--- src/rtl/rv32e_pkg.sv ---
`default_nettype none
// ============================================================================
// rv32e_pkg
// Shared RV32E decode types: op classes, immediate formats, major opcodes and
// the immediate generator used by the decode stage.
// Revision: 1.0 - initial release
// ============================================================================
package rv32e_pkg;

   typedef enum logic [3:0] {
      OP_LUI     = 4'd0,
      OP_AUIPC   = 4'd1,
      OP_JAL     = 4'd2,
      OP_JALR    = 4'd3,
      OP_BRANCH  = 4'd4,
      OP_LOAD    = 4'd5,
      OP_STORE   = 4'd6,
      OP_ALU_IMM = 4'd7,
      OP_ALU     = 4'd8,
      OP_SYSTEM  = 4'd9,
      OP_ILLEGAL = 4'd10
   } op_class_t;

   typedef enum logic [2:0] {
      IMM_NONE = 3'd0,
      IMM_I    = 3'd1,
      IMM_S    = 3'd2,
      IMM_B    = 3'd3,
      IMM_U    = 3'd4,
      IMM_J    = 3'd5
   } imm_fmt_t;

   localparam logic [6:0] OPC_LUI     = 7'b0110111;
   localparam logic [6:0] OPC_AUIPC   = 7'b0010111;
   localparam logic [6:0] OPC_JAL     = 7'b1101111;
   localparam logic [6:0] OPC_JALR    = 7'b1100111;
   localparam logic [6:0] OPC_BRANCH  = 7'b1100011;
   localparam logic [6:0] OPC_LOAD    = 7'b0000011;
   localparam logic [6:0] OPC_STORE   = 7'b0100011;
   localparam logic [6:0] OPC_ALU_IMM = 7'b0010011;
   localparam logic [6:0] OPC_ALU     = 7'b0110011;
   localparam logic [6:0] OPC_SYSTEM  = 7'b1110011;

   // Builds the sign-extended immediate from the upper instruction bits;
   // the opcode bits never contribute to any immediate.
   function automatic logic [31:0] imm_gen(input imm_fmt_t fmt, input logic [31:7] inst);
      logic [31:0] imm;
      imm = 32'd0;
      case (fmt)
         IMM_I:   imm = {{20{inst[31]}}, inst[31:20]};
         IMM_S:   imm = {{20{inst[31]}}, inst[31:25], inst[11:7]};
         IMM_B:   imm = {{19{inst[31]}}, inst[31], inst[7], inst[30:25], inst[11:8], 1'b0};
         IMM_U:   imm = {inst[31:12], 12'd0};
         IMM_J:   imm = {{11{inst[31]}}, inst[31], inst[19:12], inst[20], inst[30:21], 1'b0};
         default: imm = 32'd0;
      endcase
      return imm;
   endfunction

endpackage
`default_nettype wire

--- src/rtl/decode_stage_if.sv ---
`default_nettype none
// ============================================================================
// decode_stage_if
// Bundles the fetch-side handshake, register-file read port, execute-side
// output register, writeback and flush signals of the decode stage.
// Revision: 1.0 - initial release
// ============================================================================
interface decode_stage_if
   import rv32e_pkg::*;
#(
   parameter int XLEN = 32,
   parameter int RW   = 4
);
   logic            in_valid;
   logic            in_ready;
   logic [31:0]     in_inst;
   logic [XLEN-1:0] in_pc;

   logic [RW-1:0]   rf_rs1_addr;
   logic [RW-1:0]   rf_rs2_addr;
   logic [XLEN-1:0] rf_rs1_data;
   logic [XLEN-1:0] rf_rs2_data;

   logic            out_valid;
   logic            out_ready;
   logic [XLEN-1:0] out_pc;
   op_class_t       out_op;
   logic [2:0]      out_funct3;
   logic            out_funct7b5;
   logic [RW-1:0]   out_rd;
   logic [XLEN-1:0] out_rs1_val;
   logic [XLEN-1:0] out_rs2_val;
   logic [XLEN-1:0] out_imm;
   logic            out_illegal;

   logic            wb_valid;
   logic [RW-1:0]   wb_rd;
   logic            flush;

   // Decode stage side
   modport slave (
      input  in_valid, in_inst, in_pc,
      input  rf_rs1_data, rf_rs2_data,
      input  out_ready, wb_valid, wb_rd, flush,
      output in_ready, rf_rs1_addr, rf_rs2_addr,
      output out_valid, out_pc, out_op, out_funct3, out_funct7b5, out_rd,
      output out_rs1_val, out_rs2_val, out_imm, out_illegal
   );

   // Surrounding pipeline side
   modport master (
      output in_valid, in_inst, in_pc,
      output rf_rs1_data, rf_rs2_data,
      output out_ready, wb_valid, wb_rd, flush,
      input  in_ready, rf_rs1_addr, rf_rs2_addr,
      input  out_valid, out_pc, out_op, out_funct3, out_funct7b5, out_rd,
      input  out_rs1_val, out_rs2_val, out_imm, out_illegal
   );
endinterface
`default_nettype wire

--- src/rtl/decode_scoreboard.sv ---
`default_nettype none
// ============================================================================
// decode_scoreboard
// Busy bit per architectural register: set when an instruction with a
// destination issues to execute, cleared when its writeback retires.
// Two combinational query ports serve the source-operand hazard checks.
// Revision: 1.0 - initial release
// ============================================================================
module decode_scoreboard #(
   parameter int NREGS = 16,
   parameter int RW    = $clog2(NREGS)
) (
   input  logic             clock,
   input  logic             reset,
   input  logic             issue_valid,
   input  logic [RW-1:0]    issue_rd,
   input  logic             wb_valid,
   input  logic [RW-1:0]    wb_rd,
   input  logic             flush,
   input  logic [RW-1:0]    q1_addr,
   output logic             q1_busy,
   input  logic [RW-1:0]    q2_addr,
   output logic             q2_busy,
   output logic [NREGS-1:0] busy
);
   logic [NREGS-1:0] r_busy;
   logic [NREGS-1:0] w_busy_nxt;

   // Next busy state: writeback clears first so a same-register issue wins
   always_comb begin
      w_busy_nxt = r_busy;
      if (wb_valid && (wb_rd != '0))
         w_busy_nxt[wb_rd] = 1'b0;
      if (issue_valid && !flush && (issue_rd != '0))
         w_busy_nxt[issue_rd] = 1'b1;
   end

   // Busy register, cleared by synchronous active-low reset
   always_ff @(posedge clock) begin
      if (!reset)
         r_busy <= '0;
      else
         r_busy <= w_busy_nxt;
   end

   assign q1_busy = (q1_addr != '0) && r_busy[q1_addr];
   assign q2_busy = (q2_addr != '0) && r_busy[q2_addr];
   assign busy    = r_busy;

endmodule
`default_nettype wire

--- src/rtl/decode_stage.sv ---
`default_nettype none
// ============================================================================
// decode_stage
// RV32E decode: classifies the instruction, reads both source operands,
// builds the immediate and holds one decoded entry toward execute, stalling
// on RAW/WAW hazards against the busy scoreboard and the held entry.
// Revision: 1.0 - initial release
// ============================================================================
module decode_stage
   import rv32e_pkg::*;
#(
   parameter int XLEN  = 32,
   parameter int NREGS = 16
) (
   input  logic          clock,
   input  logic          reset,
   decode_stage_if.slave bus
);
   logic [31:0]      w_inst;
   logic [3:0]       w_rs1;
   logic [3:0]       w_rs2;
   op_class_t        w_cls;
   imm_fmt_t         w_fmt;
   logic             w_known;
   logic             w_use1;
   logic             w_use2;
   logic             w_wrd;
   logic             w_illegal;
   op_class_t        w_op;
   logic [3:0]       w_rd;
   logic [31:0]      w_imm;
   logic             w_src1;
   logic             w_src2;
   logic             w_q1_busy;
   logic             w_q2_busy;
   logic [NREGS-1:0] w_busy;
   logic             w_hz;
   logic             w_in_ready;
   logic             w_xfer;
   logic             w_issue;

   logic             r_valid;
   logic [XLEN-1:0]  r_pc;
   op_class_t        r_op;
   logic [2:0]       r_funct3;
   logic             r_funct7b5;
   logic [3:0]       r_rd;
   logic [XLEN-1:0]  r_rs1_val;
   logic [XLEN-1:0]  r_rs2_val;
   logic [XLEN-1:0]  r_imm;
   logic             r_illegal;

   assign w_inst = bus.in_inst;
   assign w_rs1  = w_inst[18:15];
   assign w_rs2  = w_inst[23:20];

   assign bus.rf_rs1_addr = w_rs1;
   assign bus.rf_rs2_addr = w_rs2;

   // Opcode classification: op class, immediate format and register usage
   always_comb begin
      w_cls   = OP_ILLEGAL;
      w_fmt   = IMM_NONE;
      w_known = 1'b1;
      w_use1  = 1'b0;
      w_use2  = 1'b0;
      w_wrd   = 1'b0;
      case (w_inst[6:0])
         OPC_LUI:     begin w_cls = OP_LUI;     w_fmt = IMM_U; w_wrd = 1'b1; end
         OPC_AUIPC:   begin w_cls = OP_AUIPC;   w_fmt = IMM_U; w_wrd = 1'b1; end
         OPC_JAL:     begin w_cls = OP_JAL;     w_fmt = IMM_J; w_wrd = 1'b1; end
         OPC_JALR:    begin w_cls = OP_JALR;    w_fmt = IMM_I; w_wrd = 1'b1; w_use1 = 1'b1; end
         OPC_BRANCH:  begin w_cls = OP_BRANCH;  w_fmt = IMM_B; w_use1 = 1'b1; w_use2 = 1'b1; end
         OPC_LOAD:    begin w_cls = OP_LOAD;    w_fmt = IMM_I; w_wrd = 1'b1; w_use1 = 1'b1; end
         OPC_STORE:   begin w_cls = OP_STORE;   w_fmt = IMM_S; w_use1 = 1'b1; w_use2 = 1'b1; end
         OPC_ALU_IMM: begin w_cls = OP_ALU_IMM; w_fmt = IMM_I; w_wrd = 1'b1; w_use1 = 1'b1; end
         OPC_ALU:     begin w_cls = OP_ALU; w_wrd = 1'b1; w_use1 = 1'b1; w_use2 = 1'b1; end
         OPC_SYSTEM:  begin w_cls = OP_SYSTEM; end
         default:     begin w_known = 1'b0; end
      endcase
   end

   // x16-x31 do not exist in RV32E, so bit 4 of any used register field is illegal
   assign w_illegal = (w_inst[1:0] != 2'b11) || !w_known ||
                      (w_use1 && w_inst[19]) || (w_use2 && w_inst[24]) ||
                      (w_wrd && w_inst[11]);

   // Illegal instructions travel as a harmless bubble-like entry: no rd, no sources
   assign w_op   = w_illegal ? OP_ILLEGAL : w_cls;
   assign w_rd   = (w_wrd && !w_illegal) ? w_inst[10:7] : 4'd0;
   assign w_imm  = w_illegal ? 32'd0 : imm_gen(w_fmt, w_inst[31:7]);
   assign w_src1 = w_use1 && !w_illegal && (w_rs1 != 4'd0);
   assign w_src2 = w_use2 && !w_illegal && (w_rs2 != 4'd0);

   decode_scoreboard #(
      .NREGS (NREGS),
      .RW    (4)
   ) u_scoreboard (
      .clock       (clock),
      .reset       (reset),
      .issue_valid (w_issue),
      .issue_rd    (r_rd),
      .wb_valid    (bus.wb_valid),
      .wb_rd       (bus.wb_rd),
      .flush       (bus.flush),
      .q1_addr     (w_rs1),
      .q1_busy     (w_q1_busy),
      .q2_addr     (w_rs2),
      .q2_busy     (w_q2_busy),
      .busy        (w_busy)
   );

   // The held entry has not set its busy bit yet, so it is checked directly
   assign w_hz = (w_src1 && (w_q1_busy || (r_valid && (r_rd == w_rs1)))) ||
                 (w_src2 && (w_q2_busy || (r_valid && (r_rd == w_rs2)))) ||
                 ((w_rd != 4'd0) && (w_busy[w_rd] || (r_valid && (r_rd == w_rd))));

   assign w_in_ready = (!r_valid || bus.out_ready) && !w_hz && !bus.flush;
   assign w_xfer     = bus.in_valid && w_in_ready;
   assign w_issue    = r_valid && bus.out_ready;

   // One-entry output register toward execute; flush discards the entry
   always_ff @(posedge clock) begin
      if (!reset) begin
         r_valid    <= 1'b0;
         r_pc       <= '0;
         r_op       <= OP_LUI;
         r_funct3   <= 3'd0;
         r_funct7b5 <= 1'b0;
         r_rd       <= 4'd0;
         r_rs1_val  <= '0;
         r_rs2_val  <= '0;
         r_imm      <= '0;
         r_illegal  <= 1'b0;
      end else if (bus.flush) begin
         r_valid    <= 1'b0;
      end else if (w_xfer) begin
         r_valid    <= 1'b1;
         r_pc       <= bus.in_pc;
         r_op       <= w_op;
         r_funct3   <= w_inst[14:12];
         r_funct7b5 <= w_inst[30];
         r_rd       <= w_rd;
         r_rs1_val  <= (w_rs1 == 4'd0) ? '0 : bus.rf_rs1_data;
         r_rs2_val  <= (w_rs2 == 4'd0) ? '0 : bus.rf_rs2_data;
         r_imm      <= w_imm;
         r_illegal  <= w_illegal;
      end else if (bus.out_ready) begin
         r_valid    <= 1'b0;
      end
   end

   assign bus.in_ready     = w_in_ready;
   assign bus.out_valid    = r_valid;
   assign bus.out_pc       = r_pc;
   assign bus.out_op       = r_op;
   assign bus.out_funct3   = r_funct3;
   assign bus.out_funct7b5 = r_funct7b5;
   assign bus.out_rd       = r_rd;
   assign bus.out_rs1_val  = r_rs1_val;
   assign bus.out_rs2_val  = r_rs2_val;
   assign bus.out_imm      = r_imm;
   assign bus.out_illegal  = r_illegal;

endmodule
`default_nettype wire

--- src/flat_wrapper.sv ---
// flat-port wrapper written by rule: the top's interface ports become plain ports
module decode_stage_flat import rv32e_pkg::*;
#(
   parameter int XLEN  = 32,
   parameter int NREGS = 16
)
  (clock, reset, bus_in_valid, bus_in_inst, bus_in_pc, bus_rf_rs1_data, bus_rf_rs2_data, bus_out_ready, bus_wb_valid, bus_wb_rd, bus_flush, bus_in_ready, bus_rf_rs1_addr, bus_rf_rs2_addr, bus_out_valid, bus_out_pc, bus_out_op, bus_out_funct3, bus_out_funct7b5, bus_out_rd, bus_out_rs1_val, bus_out_rs2_val, bus_out_imm, bus_out_illegal);
  decode_stage_if #(.XLEN(XLEN), .RW(4)) bus_i ();
  input  logic clock;
  input  logic reset;
  input wire logic [$bits(bus_i.in_valid)-1:0] bus_in_valid;
  input wire logic [$bits(bus_i.in_inst)-1:0] bus_in_inst;
  input wire logic [$bits(bus_i.in_pc)-1:0] bus_in_pc;
  input wire logic [$bits(bus_i.rf_rs1_data)-1:0] bus_rf_rs1_data;
  input wire logic [$bits(bus_i.rf_rs2_data)-1:0] bus_rf_rs2_data;
  input wire logic [$bits(bus_i.out_ready)-1:0] bus_out_ready;
  input wire logic [$bits(bus_i.wb_valid)-1:0] bus_wb_valid;
  input wire logic [$bits(bus_i.wb_rd)-1:0] bus_wb_rd;
  input wire logic [$bits(bus_i.flush)-1:0] bus_flush;
  output wire logic [$bits(bus_i.in_ready)-1:0] bus_in_ready;
  output wire logic [$bits(bus_i.rf_rs1_addr)-1:0] bus_rf_rs1_addr;
  output wire logic [$bits(bus_i.rf_rs2_addr)-1:0] bus_rf_rs2_addr;
  output wire logic [$bits(bus_i.out_valid)-1:0] bus_out_valid;
  output wire logic [$bits(bus_i.out_pc)-1:0] bus_out_pc;
  output wire logic [$bits(bus_i.out_op)-1:0] bus_out_op;
  output wire logic [$bits(bus_i.out_funct3)-1:0] bus_out_funct3;
  output wire logic [$bits(bus_i.out_funct7b5)-1:0] bus_out_funct7b5;
  output wire logic [$bits(bus_i.out_rd)-1:0] bus_out_rd;
  output wire logic [$bits(bus_i.out_rs1_val)-1:0] bus_out_rs1_val;
  output wire logic [$bits(bus_i.out_rs2_val)-1:0] bus_out_rs2_val;
  output wire logic [$bits(bus_i.out_imm)-1:0] bus_out_imm;
  output wire logic [$bits(bus_i.out_illegal)-1:0] bus_out_illegal;
  assign bus_i.in_valid = bus_in_valid;
  assign bus_i.in_inst = bus_in_inst;
  assign bus_i.in_pc = bus_in_pc;
  assign bus_i.rf_rs1_data = bus_rf_rs1_data;
  assign bus_i.rf_rs2_data = bus_rf_rs2_data;
  assign bus_i.out_ready = bus_out_ready;
  assign bus_i.wb_valid = bus_wb_valid;
  assign bus_i.wb_rd = bus_wb_rd;
  assign bus_i.flush = bus_flush;
  assign bus_in_ready = bus_i.in_ready;
  assign bus_rf_rs1_addr = bus_i.rf_rs1_addr;
  assign bus_rf_rs2_addr = bus_i.rf_rs2_addr;
  assign bus_out_valid = bus_i.out_valid;
  assign bus_out_pc = bus_i.out_pc;
  assign bus_out_op = bus_i.out_op;
  assign bus_out_funct3 = bus_i.out_funct3;
  assign bus_out_funct7b5 = bus_i.out_funct7b5;
  assign bus_out_rd = bus_i.out_rd;
  assign bus_out_rs1_val = bus_i.out_rs1_val;
  assign bus_out_rs2_val = bus_i.out_rs2_val;
  assign bus_out_imm = bus_i.out_imm;
  assign bus_out_illegal = bus_i.out_illegal;
  decode_stage #(.XLEN(XLEN), .NREGS(NREGS)) u_core (.clock(clock), .reset(reset), .bus(bus_i));
endmodule
--- config.mk ---
export PLATFORM = sky130hd
export DESIGN_NAME = decode_stage_flat
export DESIGN_NICKNAME = d
export VERILOG_FILES = /design/src/rtl/rv32e_pkg.sv /design/src/rtl/decode_stage_if.sv /design/src/rtl/decode_scoreboard.sv /design/src/rtl/decode_stage.sv /design/src/flat_wrapper.sv
export SDC_FILE = /design/constraint.sdc
export NUM_CORES = 1
export LEC_CHECK = 0
export ABC_AREA = 1
export ABC_CLOCK_PERIOD_IN_PS = 4000
export BUFFER_PORTS_ARGS = -buffer_cell sky130_fd_sc_hd__buf_2
export CORE_ASPECT_RATIO = 1.25
export CORE_MARGIN = 5
export CORE_UTILIZATION = 52
export CTS_CLUSTER_DIAMETER = 200
export DETAILED_ROUTE_END_ITERATION = 10
export GPL_TIMING_DRIVEN = 1
export PLACE_DENSITY = 0.85
export SYNTH_ARGS = -nofsm -noshare
export SYNTH_HDL_FRONTEND = slang
export SYNTH_SLANG_ARGS = --single-unit
--- constraint.sdc ---
create_clock -name clock -period 4 [get_ports clock]
set_input_delay 0.6 -clock clock [delete_from_list [all_inputs] [get_ports clock]]
set_output_delay 0.6 -clock clock [all_outputs]
set_load 0.1 [all_outputs]
# Word level (Yosys, flattened, before mapping)
# Cells that the tools add are included.
totals:
  output_inout_bits: 151
  word_cells: 124
  ff_bits: 158
  latchBits: 0
  romBits: 0
  ram_bits: 0
  mem_count: 0
  in_bits: 138
op_classes:
  eq_ne: 19
  bitwise: 5
  add_sub_neg: 0
  reduce_logical: 56
  shifts: 0
  n_lt_le_gt_ge: 7
  mul: 0
  n_div: 0
  mux: 26
op_table:
  columns: ["operator", "count"]
  rows:
  - ["$pmux 32 s5", 1]
  - ["$mux 32", 3]
  - ["$pmux 4 s10", 1]
  - ["$mux 16", 2]
  - ["$eq 7x7->1 const B", 4]
  - ["$logic_and 1x1->1", 25]
  - ["$lt 4x5->1 const B", 5]
  - ["$eq 7x6->1 const B", 3]
  - ["$reduce_bool 4->1", 5]
  - ["$and 16x16->16", 1]
  - ["$not 16->16", 1]
  - ["$or 16x16->16", 1]
  - ["$pmux 3 s5", 1]
  - ["$eq 7x5->1 const B", 2]
  - ["$bmux 1 s4", 3]
  - ["$eq 4x4->1", 3]
  - ["$mux 1", 11]
  - ["$logic_or 1x1->1", 10]
  - ["$reduce_or 10->1", 1]
  - ["$demux 1 s4", 2]
  - ["$ge 4x1->1 const B", 2]
  - ["$logic_not 4->1", 2]
  - ["$mux 4", 2]
  - ["$eq 7x2->1 const B", 1]
  - ["12 further kinds", 21]

# Logic depth before layout (Yosys ltp)
logic_depth:
  depth_word: 21
  mapped_depth: 24

# By module
# Synthesis repeated with hierarchy kept, for this count alone.
unflattened:
  hier_cells: 1445
  area_unflattened_um2: 8745.9
by_module_without_submodules:
  columns: ["module", "cells_per_inst", "area_each_um2", "instances", "seq_area_each_um2"]
  rows:
  - ["decode_stage", 1257, 7673.6, 1, 2842.7]
  - ["decode_scoreboard", 188, 1072.3, 1, 320.3]

# Worst setup path before layout
# Ideal clock, no wire load.
synth_timing:
  path_type: "register -> output"
  startpoint: "register u_core.r_rd[0], in the netlist u_core.bus.out_rd[0]"
  endpoint: "output port bus_in_ready"
  path_stages_with_launch: 12
  required_ps: 3400
  setup_slack_ps: -1411
  t_arrival_ps: 4811
  path_cell_list: "dfxtp_1 inv_1 o22ai_1 nor2_1 o2111ai_1 nand3_1 nand4_1 nand3_1 a31oi_2 buf_2 buf_2 a21boi_0"
synth_between:
  elab_chain_len: 9
synth_lines:
  columns: ["item", "line_no", "rtl"]
  rows:
  - ["start: declaration", "decode_stage.sv:47", "logic [3:0] r_rd;"]
  - ["start signal: assignment", "decode_stage.sv:143", "r_rd <= w_rd;"]
  - ["$eq 4x4->1 (on tied branches)", "decode_stage.sv:114, decode_stage.sv:115", null]
  - ["$logic_and 1x1->1 (on tied branches)", "decode_stage.sv:114, decode_stage.sv:115", null]
  - ["$logic_or 1x1->1 (on tied branches)", "decode_stage.sv:114, decode_stage.sv:115", null]
  - ["$logic_and 1x1->1 (on tied branches)", "decode_stage.sv:114, decode_stage.sv:115", null]
  - ["$logic_or 1x1->1", "decode_stage.sv:114", "assign w_hz = (w_src1 && (w_q1_busy || (r_valid && (r_rd == w_rs1)))) ||"]
  - ["$logic_or 1x1->1 *", "decode_stage.sv:115", "(w_src2 && (w_q2_busy || (r_valid && (r_rd == w_rs2)))) ||"]
  - ["$logic_not 1->1 *", "decode_stage.sv:118", "assign w_in_ready = (!r_valid || bus.out_ready) && !w_hz && !bus.flush;"]
  - ["$logic_and 1x1->1 * (2 in a row)", "decode_stage.sv:118", null]
  - ["end: declaration", "flat_wrapper.sv:20", "output wire logic [$bits(bus_i.in_ready)-1:0] bus_in_ready;"]
# Every way passes the cells marked *; elsewhere a longest branch is shown, timed or not.

# Worst setup path in the final report
layout_timing:
  startpoint: "input port bus_in_inst[0]"
  endpoint: "output port bus_in_ready"
layout_between:
  elab_chain_len: 19
layout_lines:
  columns: ["item", "line_no", "rtl"]
  rows:
  - ["start: declaration", "flat_wrapper.sv:12", "input wire logic [$bits(bus_i.in_inst)-1:0] bus_in_inst;"]
  - ["$eq 7x7->1, or another cell as far along", "decode_stage.sv:68", "case (w_inst[6:0])"]
  - ["$reduce_or 10->1 (no line)", null, null]
  - ["$mux 1", "decode_stage.sv:68", null]
  - ["$logic_not 1->1", "decode_stage.sv:84", "assign w_illegal = (w_inst[1:0] != 2'b11) || !w_known ||"]
  - ["$logic_or 1x1->1 (2 in a row)", "decode_stage.sv:84", null]
  - ["$logic_or 1x1->1 (2 in a row)", "decode_stage.sv:85", "(w_use1 && w_inst[19]) || (w_use2 && w_inst[24]) ||"]
  - ["$logic_not 1->1", "decode_stage.sv:90, decode_stage.sv:92, decode_stage.sv:93", null]
  - ["$logic_and 1x1->1", "decode_stage.sv:90", "assign w_rd = (w_wrd && !w_illegal) ? w_inst[10:7] : 4'd0;"]
  - ["$mux 4", "decode_stage.sv:90", null]
  - ["$bmux 1 s4 / $eq 4x4->1 (equally long branches)", "decode_stage.sv:116", "((w_rd != 4'd0) && (w_busy[w_rd] || (r_valid && (r_rd == w_rd))));"]
  - ["$mux 1 (implied by the code) / $logic_and 1x1->1 (equally long branches)", "decode_stage.sv:116", null]
  - ["$logic_or 1x1->1", "decode_stage.sv:116", null]
  - ["$logic_and 1x1->1", "decode_stage.sv:116", null]
  - ["$logic_or 1x1->1 *", "decode_stage.sv:115", null]
  - ["$logic_not 1->1 *", "decode_stage.sv:118", null]
  - ["$logic_and 1x1->1 * (2 in a row)", "decode_stage.sv:118", null]
# Every way passes the cells marked *; elsewhere a longest branch is shown, timed or not. The select of a mux whose other input is x is not followed.

==> flow_metrics.py <==
metrics = {
    "drt": {
        "totalWireLength_mm": 28.98,
        "drcViolationCount": 0,
        "dr.pass1.iters": 5,
        "via_per_inst": 5.043,
        "drt_first_iter_violations": 673,
        "wl_per_cell_microns": 14.95,
        "vias": 9778,
        "ant_nets": 0,
    },
    "critical_path": {
        "r2r_cells": 12,
        "crit_path_end": "bus_in_ready",
        "crit_type": "in -> out",
        "ff2ff_setup_slack_ps": 1170,
        "crit_cells": 18,
        "r2r-end": "u_core.bus.out_rs2_val[13]$_SDFFE_PN0P_",
        "cpPeakStageDelay_ps": 230,
        "slowest_stage": "nor2_2",
        "crit_path_start": "bus_in_inst[0]",
        "endpoint_kind": "output port",
        "path_delay_family": "simple AND/OR/NAND/NOR gates",
        "r2r-start": "u_core.bus.out_rd[0]$_SDFFE_PN0P_",
        "worst_setup_path_start_kind": "input pin",
        "path_cells": "buf_2 -> nand2_1 -> nor2_2 -> nand2_1 -> nand2_1 -> nor2_1 -> nand3_1 -> nand2_2 -> nor2_4 -> nand3_2 -> nor2_1 -> nand3_1 -> nand2_1 -> nor2_1 -> nand2_1 -> nand3_1 -> a21boi_4 -> buf_12",
        "crit_top_cell": "nand2_1",
        "cp_max_fo": 10,
        "worstPathArrival_ps": 2960,
        "critPathRequiredTime_ps": 3400,
        "cp.buffers_inverters": 2,
    },
    "placed_design": {
        "place_hpwl_mm": 21.11,
        "numPortBuffers": 288,
        "preCtsSetupSlack_ps": 447.5,
        "placed_cell_area_sq_um": 10270,
        "place_congestion": 1.017,
    },
    "sta": {
        "max-slew-margin-rel_pct": 40.70,
        "fin_worst_skew_ps": 10.24,
        "finalSetupViolations": 0,
        "period_needed_ps": 3560,
        "setup_tns_ps": 0,
        "hold_violations": 0,
        "slew_viol_final": 0,
        "holdWs_ps": 396.7,
        "post-route-period-util_pct": 88.99,
        "fin_ws_ps": 440.3,
        "rsz0062_at_grt": "false",
        "tightest_slew_ps": 889.5,
        "fmaxAchievable_mhz": 280.9,
    },
    "power": {
        "p_clk_share_pct": 33.0,
        "power_frac_seq_pct": 37.3,
        "leakage_uw": 0.006219,
        "p_per_area_nw_per_um2": 427.6,
        "power.share.combinational_pct": 29.8,
        "p_switching_uw": 1866,
        "internal_power_uw": 2760,
        "ir_drop_mv": 0.2757,
        "sw_frac_of_total_pct": 40.34,
    },
    "global_routing": {
        "antenna_found_initial": 0,
        "grt_first_pass_wirelength_mm": 45.43,
        "grt_max_degree": 96,
        "grt_pass1_vias": 8977,
        "grt_overflow_total": 0,
        "grt.total_usage_pct": 28.33,
    },
    "yosys": {
        "syn_inst": 1472,
        "netlist.area_leader.share_pct": 35.86,
        "syn_avg_cell_area_sq_um": 5.992,
        "seq_area_frac_synth_pct": 35.86,
        "async_flop_share_pct": 0,
        "synth_nets": 1610,
        "synth_area_sq_um": 8820,
        "ys_warn_count": 0,
        "yosysMostFrequentCell": "nand2_1",
        "synthTopCellsByCount": "nand2_1, nor2_1, inv_1",
        "synth_area_leaders": "dfxtp_1, nand2_1, nor2_1",
        "ys_ff_latch": 158,
        "synth-edff-count": 0,
        "synth_area_leader_cell": "dfxtp_1",
        "yosysUniqueCellTypes": 36,
        "synth_flop_cell": "dfxtp_1",
    },
    "clocking": {
        "cts_max_level": 4,
        "cts_buffer_depth": 2,
        "numCtsBuffers": 17,
        "cts_sinks": 158,
        "postCtsSetupRepairBufs": 0,
        "cts_tree": "built",
        "cts.clk_slew.worst_paths_ps": 70,
        "holdBufCountCts": 0,
        "cts_root_buf": "clkbuf_16",
        "cts_resized": 0,
        "clock_latency_ps": 420,
    },
    "die": {
        "die_w_microns": 126.5,
        "rows": 53,
        "core_area_sq_um": 16780,
        "start_util_pct": 52.57,
        "ios": 289,
        "die_area_sq_um": 19680,
        "die_h_microns": 155.6,
    },
    "cells_and_area": {
        "stdcell_area_sq_um": 10820,
        "nets": 1844,
        "syn_to_final_growth_pct": 22.66,
        "drive_above_1_share_pct": 22.92,
        "diodes": 0,
        "final_core_util_pct": 64.48,
        "n_fill_cell": 1586,
    },
    "job": {
        "maxCapViolCount": 0,
    },
    "min_path": {
        "hp-class": "in -> reg",
    },
    "run_status": {
        "outcome": "complete, no violations",
    },
}
cell type report:
type	count	area (sq um)	area share (%)
Sequential cell	158	3163	29.24
Clock inverter	13	107.6	0.9947
Tap cell	220	275.3	2.545
Clock buffer	19	442.9	4.094
Multi-Input combinational cell	943	4149	38.35
Timing Repair Buffer	302	1614	14.92
Inverter	284	1066	9.854
power by group through the flow:
| stage | combinational [uW] | clock, uW | sequential [uW] |
|---|---|---|---|
| 3_3_place_gp | 1360 | 0 | 1760 |
| 2_1_floorplan | 429 | 0 | 2430 |
| 3_5_place_dp | 1370 | 0 | 1760 |
| 4_1_cts | 1380 | 1550 | 1720 |
| 5_1_grt | 1460 | 1640 | 1740 |
| 6_report | 1380 | 1520 | 1730 |
metal layers:
metal  vias to the layer above  global-route usage, %  part of all wire [%]
li1                       4910                      -                     -
met1                      4342                  33.90                    40
met2                       441                  47.68                    48
met3                        85                  6.815                   8.1
met4                         0                  13.85                   4.9
met5                         -                      0                     0
cells by family after synthesis:
family / share of synthesized area, %
xor gates and xnor gates: 0.09932
buffers and inverters: 17.38
and+or+nand+nor: 40.29
DFF: 35.86
AOI/OAI and AO/OA: 6.370
worst min-delay path, stage by stage:
cell and delay, ps:
buf_2 70, nor2_1 30, nor2_1 80
worst min path at each step:
| stage | from | endpoint | cells after the start |
|---|---|---|---|
| after floorplan | u_core.u_scoreboard.busy[0]$_SDFF_PN0_ | u_core.u_scoreboard.busy[0]$_SDFF_PN0_ | 2 |
| after global placement | u_core.u_scoreboard.busy[0]$_SDFF_PN0_ | u_core.u_scoreboard.busy[0]$_SDFF_PN0_ | 2 |
| after detailed placement | u_core.u_scoreboard.busy[0]$_SDFF_PN0_ | u_core.u_scoreboard.busy[0]$_SDFF_PN0_ | 2 |
| after CTS | bus_in_pc[29] | u_core.bus.out_pc[29]$_SDFFE_PN0P_ | 3 |
| after global routing | bus_in_pc[8] | u_core.bus.out_pc[8]$_SDFFE_PN0P_ | 3 |
| final | bus_in_pc[30] | u_core.bus.out_pc[30]$_SDFFE_PN0P_ | 3 |
stage by stage:
step | instances | total power, uW
CTS | 1939 | 4651
global route | 1939 | 4840
detailed placement | 1907 | 3131
floorplan | 1472 | 2863
global placement | 1907 | 3116
finish | 1939 | 4626
state kept, by name, indices dropped and copies added, names as in the netlist:
register                  cells
u_core.bus.out_funct3         3
u_core.bus.out_funct7b5       1
u_core.bus.out_illegal        1
u_core.bus.out_imm           32
u_core.bus.out_op             4
u_core.bus.out_pc            32
u_core.bus.out_rd             4
u_core.bus.out_rs1_val       32
u_core.bus.out_rs2_val       32
u_core.bus.out_valid          1
u_core.u_scoreboard.busy     16
layout by cell type (no fill, tap or decap), drive strengths merged:
cell type,instances
a21boi,1
a21oi,33
a221oi,1
a22oi,2
a31oi,1
buf,302
clkbuf,19
clkinv,9
clkinvlp,2
dfxtp,158
inv,286
nand2,445
nand3,41
nand4,88
nor2,261
nor3,8
nor4,1
o2111ai,2
o211ai,6
o21ai,35
o221ai,2
o22ai,7
o311ai,1
o31ai,6
or2,1
xor2,1
No activity file was read; power rests on OpenSTA's default activity.
